<file path="config.mk">
export PLATFORM = sky130hd
export DESIGN_NAME = sr_bank_arbiter
export DESIGN_NICKNAME = d
export VERILOG_FILES = /design/src/rtl/sr_bank_arbiter.sv
export SDC_FILE = /design/constraint.sdc
export NUM_CORES = 1
export LEC_CHECK = 0
export CORE_MARGIN = 2
export CORE_UTILIZATION = 54
export DETAILED_ROUTE_END_ITERATION = 8
export PLACE_DENSITY_LB_ADDON = 0.12
export SYNTH_ARGS = -nofsm -noshare
export SYNTH_HDL_FRONTEND = slang
export SYNTH_SLANG_ARGS = --single-unit
</file>
<file path="constraint.sdc">
create_clock -name clk -period 5.7 [get_ports clk]
set_input_delay 0.855 -clock clk [delete_from_list [all_inputs] [get_ports clk]]
set_output_delay 0.855 -clock clk [all_outputs]
set_load 0.02 [all_outputs]
</file>
<file path="src/rtl/sr_bank_arbiter.sv">
// rtl/sr_bank_arbiter.sv - round-robin set/reset command arbiter for a shared SR flip-flop bank
module sr_bank_arbiter #(
  parameter int N_REQ = 4,
  parameter int WIDTH = 8,
  parameter int IDX_W = 3
) (
  input  logic                   clk,
  input  logic                   rst_n,
  input  logic [N_REQ-1:0]       req,
  input  logic [N_REQ-1:0]       op,
  input  logic [N_REQ*IDX_W-1:0] idx,
  output logic [N_REQ-1:0]       gnt,
  output logic [WIDTH-1:0]       S,
  output logic [WIDTH-1:0]       R,
  output logic [WIDTH-1:0]       shadow,
  output logic                   busy,
  output logic                   err
);

  localparam int PTR_W = (N_REQ > 1) ? $clog2(N_REQ) : 1;

  localparam logic [1:0] ST_INIT  = 2'd0;
  localparam logic [1:0] ST_IDLE  = 2'd1;
  localparam logic [1:0] ST_DRIVE = 2'd2;
  localparam logic [1:0] ST_HOLD  = 2'd3;

  logic [1:0]       state;
  logic [PTR_W-1:0] ptr;
  logic             lat_op;
  logic [WIDTH-1:0] lat_mask;

  logic             found;
  logic [PTR_W-1:0] win;
  logic [PTR_W-1:0] cand;
  logic             win_op;
  logic [IDX_W-1:0] win_idx;
  logic             win_valid;
  logic [WIDTH-1:0] win_mask;
  logic [PTR_W-1:0] ptr_next;

  // Round-robin search: first asserted req at or above ptr, wrapping around.
  always_comb begin
    found = 1'b0;
    win   = '0;
    cand  = '0;
    for (int k = 0; k < N_REQ; k++) begin
      cand = PTR_W'((int'(ptr) + k) % N_REQ);
      if (!found && req[cand]) begin
        found = 1'b1;
        win   = cand;
      end
    end
  end

  // Decode the winner's command into a one-hot bit mask; out-of-range index gives an empty mask.
  always_comb begin
    win_op    = op[win];
    win_idx   = idx[int'(win)*IDX_W +: IDX_W];
    win_valid = (int'(win_idx) < WIDTH);
    win_mask  = win_valid ? (WIDTH'(1) << win_idx) : '0;
    ptr_next  = (int'(win) == N_REQ - 1) ? '0 : win + 1'b1;
  end

  // Four-phase sequencer: INIT clears the bank, IDLE arbitrates, DRIVE pulses S/R, HOLD guards.
  always_ff @(posedge clk or negedge rst_n) begin
    if (!rst_n) begin
      state    <= ST_INIT;
      ptr      <= '0;
      gnt      <= '0;
      S        <= '0;
      R        <= '1;
      shadow   <= '0;
      busy     <= 1'b1;
      err      <= 1'b0;
      lat_op   <= 1'b0;
      lat_mask <= '0;
    end else begin
      case (state)
        ST_INIT: begin
          R     <= '0;
          busy  <= 1'b0;
          state <= ST_IDLE;
        end
        ST_IDLE: begin
          if (found) begin
            gnt      <= N_REQ'(1) << win;
            busy     <= 1'b1;
            S        <= win_op ? win_mask : '0;
            R        <= win_op ? '0 : win_mask;
            err      <= !win_valid;
            lat_op   <= win_op;
            lat_mask <= win_mask;
            ptr      <= ptr_next;
            state    <= ST_DRIVE;
          end
        end
        ST_DRIVE: begin
          shadow <= lat_op ? (shadow | lat_mask) : (shadow & ~lat_mask);
          gnt    <= '0;
          S      <= '0;
          R      <= '0;
          err    <= 1'b0;
          state  <= ST_HOLD;
        end
        ST_HOLD: begin
          busy  <= 1'b0;
          state <= ST_IDLE;
        end
        default: state <= ST_INIT;
      endcase
    end
  end

endmodule

</file>
==> insert_results.sql, run 1 <==
INSERT INTO impl_metrics (metric_group, metric, value, unit) VALUES
('layout', 'multi_input_area', '0.00117', 'sq mm'),
('clock_network', 'cts_post_setup_buffers_inserted', '0', ''),
('sta', 'unrepaired_setup_endpoints_after_global_routing', 'no', ''),
('critical_path', 'worst_setup_start_kind', 'input pin', ''),
('clock_network', 'cts_sinks', '42', ''),
('critical_path', 'path_cells', 'clkdlybuf4s50_1 -> or4_4 -> nand2_1 -> nor3_1 -> nand4_1 -> a22oi_1 -> a22o_1', ''),
('die', 'die_width', '69.1', 'microns'),
('sta', 'timing.final.setup_violations', '0', ''),
('die', 'fp.coreArea', '0.00403', 'sq mm'),
('outcome', 'outcome', 'completed', ''),
('sta', 'final_min_period_over_clock_period', '0.554', ''),
('critical_path', 'crit_path_max_fanout', '21', ''),
('drt', 'detail_route.drc_violations', '0', ''),
('critical_path', 'critical_path.endpoint_type', 'flop', ''),
('logic_synthesis', 'yosysSeqAreaShare', '0.464', ''),
('worst_hold_path', 'hold_path_class', 'flop to flop', ''),
('layout', 'area.growth.synth_to_final', '27.1', '%'),
('clock_network', 'clock_insertion_delay_worst_skew', '300', 'ps'),
('place', 'placed_area', '0.00281', 'sq mm'),
('critical_path', 'crit_type', 'input pin to flop', ''),
('place', 'detailed_place_hpwl', '4020', 'microns'),
('logic_synthesis', 'synth_area_per_cell', '10.3', 'sq um'),
('sta', 'transition_time_at_the_pin_with_the_least_slew_margin', '1010', 'ps'),
('clock_network', 'clock_tree.buffer_depth', '2', ''),
('critical_path', 'rr_worst_depth', '7', ''),
('global_route', 'via_count_of_the_first_global_routing_pass', '1913', ''),
('layout', 'antenna-diode-count', '0', ''),
('critical_path', 'critical_path.slowest_cell', 'clkdlybuf4s50_1', ''),
('logic_synthesis', 'mappedNetlistNets', '251', ''),
('layout', 'final_net_count', '300', ''),
('logic_synthesis', 'ys_ff_latch', '42', ''),
('die', 'floorplan_die_height', '69.1', 'microns'),
('drt', 'drt_first_iter_violations', '161', ''),
('global_route', 'grt_overflow_total', '0', ''),
('place', 'placement.io_buffers', '50', ''),
('critical_path', 'worst-endpoint-required', '5940', 'ps'),
('drt', 'drt-vias-per-instance', '5.87', ''),
('logic_synthesis', 'yosysTopAreaCell', 'dfrtp_1', ''),
('layout', 'design_area', '0.00291', 'sq mm'),
('sta', 'final_hold_violating_endpoints', '0', ''),
('global_route', 'track_usage', '0.240', ''),
('critical_path', 'cp_data_arrival_time', '3400', 'ps'),
('clock_network', 'tritoncts_clock_tree', 'done', ''),
('global_route', 'grt_start_max_net_pins', '43', ''),
('clock_network', 'cts_buffers', '5', ''),
('die', 'row_count', '23', ''),
('drt', 'detail-route-antenna-nets', '0', ''),
('clock_network', 'postCtsResizedCells', '0', ''),
('logic_synthesis', 'synth_top_area_frac', '0.360', ''),
('die', 'pin_count', '52', ''),
('power_and_ir_drop', 'worst_ir_drop_vdd', '0.302', 'mV'),
('logic_synthesis', 'synth.distinct_cells', '48', ''),
('logic_synthesis', 'post_synthesis_cell_area', '0.00229', 'sq mm'),
('power_and_ir_drop', 'power_density', '514', 'mW/mm^2'),
('sta', 'worst_slew_margin_rel', '0.324', ''),
('place', 'post-place-ws', '2300', 'ps'),
('logic_synthesis', 'ys_async_sr_fraction', '1.00', ''),
('sta', 'worst_path_setup_slack_after_routing', '2540', 'ps'),
('logic_synthesis', 'synth.top_cells.by_area', 'dfrtp_1 (36%), dfstp_2 (10%), nand2_1 (6.6%)', ''),
('die', 'total_die_area', '0.00478', 'sq mm'),
('clock_network', 'cts_root_buf', 'clkbuf_8', ''),
('critical_path', 'cpPeakStageDelay', '620', 'ps'),
('sta', 'fin_crit', '3160', 'ps'),
('layout', 'filler_cell_count_in_the_final_layout', '292', ''),
('die', 'start_util', '0.569', ''),
('global_route', 'antenna_violations_before_repair', '0', ''),
('sta', 'max_clock_freq', '316', 'MHz'),
('drt', 'detailedRoute.firstPassIterationCount', '4', ''),
('sta', 'clock_skews', '5.00', 'ps'),
('power_and_ir_drop', 'p_leak', '0.00121', 'uW'),
('sta', 'fin_setup_tns', '0', 'ps');
stage by stage:
stage,std cells,util,total power [uW],hold WS [ps]
after global placement,314,0.697,1250,460
after floorplan,222,-,1000,448
after global routing,321,0.723,1590,521
after detailed placement,314,0.697,1270,471
after CTS,321,0.723,1500,488
final,321,0.723,1500,481
critical path: cells and delay by family:
| kind | cells | cell delay (ps) |
|---|---|---|
| compound gates | 2 | 640 |
| simple gates | 4 | 1280 |
| buf+inv | 1 | 620 |
layout make-up:
| cell class | instances | area share |
|---|---|---|
| multi-input cells | 167 | 0.402 |
| flip-flops and latches | 42 | 0.365 |
| repair buffers | 50 | 0.170 |
| clock buffers | 5 | 0.0236 |
| well taps | 50 | 0.0215 |
| clock inverters | 2 | 0.0116 |
| inverters | 5 | 0.00645 |
cell usage after synthesis (2+ instances only):
cell	number
dfrtp_1	33
ha_1	7
a211oi_1	2
o31ai_1	9
and3_1	6
nand2_1	40
nand4_1	3
o211ai_2	3
and2_4	2
a22o_1	9
o21ai_1	7
nand2b_1	2
nor2_1	4
a22oi_1	2
a21oi_1	5
mux2_2	8
nand3_1	15
a2111oi_4	2
clkbuf_1	4
o21ai_0	14
buf_4	2
inv_1	4
buf_2	2
dfstp_2	9
nand3_2	2
nor2b_1	4
placed cells by master, fill, tap and decap left out, drive strengths merged, types with 6 or more instances in the layout:
master | netlist | final
a22o | 9 | 9
and3 | 6 | 6
clkdlybuf4s50 | 0 | 49
dfrtp | 33 | 33
dfstp | 9 | 9
ha | 7 | 7
mux2 | 8 | 8
nand2 | 40 | 40
nand3 | 17 | 17
o21ai | 23 | 23
o31ai | 9 | 9
report_power, final:
group	leakage [uW]	internal, uW	total, uW	switching, uW
logic	0.000629	312	783	472
clock network	0.0000517	127	226	99.4
registers	0.000526	417	487	70.4
layer usage:
layer	up-vias	share of wire	routed length (microns)	track usage
li1	904	-	-	-
met1	907	0.41	2190	0.298
met2	64	0.52	2810	0.408
met3	9	0.055	298	0.0512
met4	0	0.016	85	0.0915
met5	-	0	0	0
cells by family after synthesis:
kind of cell | count (synthesis) | share of synthesized area
other cells | 1 | 0.00164
mux | 9 | 0.0437
buf+inv | 13 | 0.0257
compound gates | 63 | 0.228
simple gates | 87 | 0.199
fa+ha+maj | 7 | 0.0382
flops | 42 | 0.464
worst paths after layout:
path	from	endpoint	slack [ps]
hold reg to reg	lat_mask[6]	lat_mask[6]	480
hold / removal	lat_mask[6]	lat_mask[6]	480
setup reg to reg	state[1]	R[3]	2860
max in group asynchronous	rst_n	S[7]	4420
setup / recovery	req[2]	R[3]	2540
min in group asynchronous	rst_n	gnt[3]	700
No activity file was read; power rests on OpenSTA's default activity.
==> inputs of run 2 (changes only) <==
- CORE_UTILIZATION: 54 -> 50
- clock period: 5.7 -> 3.1 ns (I/O delays scaled with it)
==> run 2 against run 1 <==
Effect of this change:
- sequential power is 82% higher
- worst hold slack got worse by 190 ps
- sequential cell count unchanged
- via count decreased by 1.8%
- clock power is 92% higher
- core utilization down 5.3 points
- die area increased by 7.5%
- critical path depth stayed put
- count of clock-buffer cells in the layout is 1 higher
- non-clock buffer count increased by 2
- largest cell class unchanged
==> insert_results.sql, run 2 (same netlist as run 1, synthesis figures left out) <==
INSERT INTO impl_metrics (metric_group, metric, value, unit) VALUES
('sta', 'finalMaxSlewViolations', '0', ''),
('critical_path', 'worstReg2RegEnd', 'R[7]', ''),
('sta', 'final_hold_violating_endpoints', '0', ''),
('die', 'die_width', '71.7', 'microns'),
('clock_network', 'postCtsResizedCells', '0', ''),
('power_and_ir_drop', 'internal-power', '1590', 'uW'),
('die', 'start_util', '0.523', ''),
('sta', 'final_min_period_over_clock_period', '0.775', ''),
('global_route', 'grt_overflow_total', '0', ''),
('die', 'row_count', '24', ''),
('place', 'place_congestion', '0.883', ''),
('drt', 'route.vias.total', '1851', ''),
('critical_path', 'cp_data_arrival_time', '2640', 'ps'),
('place', 'placement.io_buffers', '50', ''),
('die', 'pin_count', '52', ''),
('clock_network', 'cts_buffers', '5', ''),
('die', 'floorplan_die_height', '71.7', 'microns'),
('clock_network', 'htreeDepth', '2', ''),
('power_and_ir_drop', 'p_leak', '0.00122', 'uW'),
('die', 'total_die_area', '0.00514', 'sq mm'),
('clock_network', 'cts_post_setup_buffers_inserted', '0', ''),
('power_and_ir_drop', 'combinationalPowerShare', '0.523', ''),
('power_and_ir_drop', 'worst_ir_drop_vdd', '0.533', 'mV'),
('layout', 'final_net_count', '302', ''),
('critical_path', 'ff2ff_setup_slack', '700', 'ps'),
('place', 'detailed_place_hpwl', '3790', 'microns'),
('power_and_ir_drop', 'share_seq_of_total_power', '0.320', ''),
('power_and_ir_drop', 'switching_part_of_the_total', '0.424', ''),
('global_route', 'wire_length_of_the_first_global_routing_pass', '8580', 'microns'),
('outcome', 'outcome', 'completed', ''),
('drt', 'drt_first_iter_violations', '133', ''),
('critical_path', 'crit_type', 'flop to flop', ''),
('drt', 'drt-vias-per-instance', '5.68', ''),
('sta', 'unrepaired_setup_endpoints_after_global_routing', 'no', ''),
('flow_run', 'max_cap_violations', '0', ''),
('power_and_ir_drop', 'power_density', '942', 'mW/mm^2'),
('layout', 'antenna-diode-count', '0', ''),
('power_and_ir_drop', 'power_frac_clock', '0.156', ''),
('clock_network', 'cts-hold-fix-buffers', '0', ''),
('global_route', 'antenna_violations_before_repair', '0', ''),
('clock_network', 'clock_tree.buffer_depth', '2', ''),
('clock_network', 'clkTransAtPathRegs', '80', 'ps'),
('sta', 'max_clock_freq', '416', 'MHz'),
('layout', 'layout_commonest_cell', 'clkdlybuf4s50_1', ''),
('die', 'fp.coreArea', '0.00438', 'sq mm'),
('layout', 'area.growth.synth_to_final', '28.2', '%'),
('sta', 'transition_time_at_the_pin_with_the_least_slew_margin', '1050', 'ps'),
('critical_path', 'worst-endpoint-required', '3340', 'ps'),
('sta', 'fin_crit', '2400', 'ps'),
('critical_path', 'crit_path_max_fanout', '14', ''),
('drt', 'detailedRoute.firstPassIterationCount', '4', ''),
('global_route', 'track_usage', '0.213', ''),
('critical_path', 'crit_path_start', 'state[1]', ''),
('critical_path', 'timing.rr.start', 'state[1]', ''),
('clock_network', 'tritoncts_clock_tree', 'done', ''),
('sta', 'worst_slew_margin_rel', '0.293', ''),
('global_route', 'grt_start_max_net_pins', '43', ''),
('sta', 'timing.final.setup_violations', '0', ''),
('drt', 'routedWlPerCell', '15.5', 'microns'),
('power_and_ir_drop', 'power.net_switching', '1170', 'uW'),
('global_route', 'via_count_of_the_first_global_routing_pass', '1804', ''),
('critical_path', 'worst_setup_start_kind', 'flop', ''),
('sta', 'clock_skews', '2.83', 'ps'),
('drt', 'routed_wl', '5060', 'microns'),
('sta', 'fin_setup_tns', '0', 'ps'),
('critical_path', 'critical_path.endpoint_type', 'flop', ''),
('drt', 'detail-route-antenna-nets', '0', ''),
('drt', 'detail_route.drc_violations', '0', ''),
('layout', 'utilization', '0.670', ''),
('layout', 'top_library_cells_by_usage_in_the_layout_fill_and_taps_aside', 'clkdlybuf4s50_1 (49), nand2_1 (40), dfrtp_1 (33), nand3_1 (15), o21ai_0 (14)', ''),
('critical_path', 'capturing_instance_or_port_of_the_critical_path', 'R[7]', ''),
('critical_path', 'rr_worst_depth', '7', ''),
('clock_network', 'clock_insertion_delay_worst_skew', '300', 'ps'),
('clock_network', 'cts_root_buf', 'clkbuf_8', ''),
('clock_network', 'cts_sinks', '42', ''),
('layout', 'layout-drive-gt1-share', '0.179', ''),
('worst_hold_path', 'hold_path_class', 'input pin to asynchronous set/reset pin', '');
## run 2: changes by cell type in the layout (fill, tap and decap cells not counted)
cell        delta
buf_4          +2
clkbuf_1       +1
clkinv_1       -1
clkinvlp_4     +1
## run 2: through the flow
stage	instances	instance area, sq um	hold slack (ps)	worst slack [ps]	total power (uW)
after floorplan	222	2290	169	1250	1850
after global placement	318	2830	464	505	2320
after detailed placement	318	2830	468	469	2350
after CTS	326	2940	328	687	2780
after global routing	326	2940	381	455	2960
final	326	2940	288	697	2770
## run 2: power groups by stage
| stage | logic, uW | clock network (uW) | registers [uW] |
|---|---|---|---|
| finish | 1450 | 433 | 887 |
| global route | 1580 | 461 | 917 |
| CTS | 1450 | 435 | 889 |
| detailed placement | 1450 | 0 | 899 |
| global placement | 1430 | 0 | 895 |
| floorplan | 811 | 0 | 1030 |
## run 2: how the worst min path moves through the flow
stage	start	to	slack, ps	depth (start not counted)
after detailed placement	lat_mask[2]	lat_mask[2]	470	2
after CTS	rst_n	asynchronous set/reset pin	330	1
after floorplan	rst_n	S[0]	170	0
final	rst_n	asynchronous set/reset pin	290	1
after global routing	rst_n	asynchronous set/reset pin	380	1
after global placement	lat_mask[6]	lat_mask[6]	460	2
## run 2: final cells by class
class                      count  area, sq um
clock inverter                 2         37.5
tap                           52         65.1
multi-input combinational    167         1170
inverter                       5         18.8
sequential                    42         1060
clock buffer                   6         72.6
fill                         367         1450
timing repair buffer          52          510
## run 2: layer usage
metal  wire [microns]  track usage  vias to the layer above
met5                0            0                        -
met4               59       0.0566                        0
met3              269       0.0506                        6
met2             2380        0.334                       58
met1             2350        0.299                      880
li1                 -            -                      907
## run 2: critical path, cell delays in order, from the launching register on
cell	delay, ps
dfrtp_1	390
inv_1	90
ha_1	420
nand2_1	290
nor3_1	300
nand4_1	190
a211oi_2	440
a22o_1	220
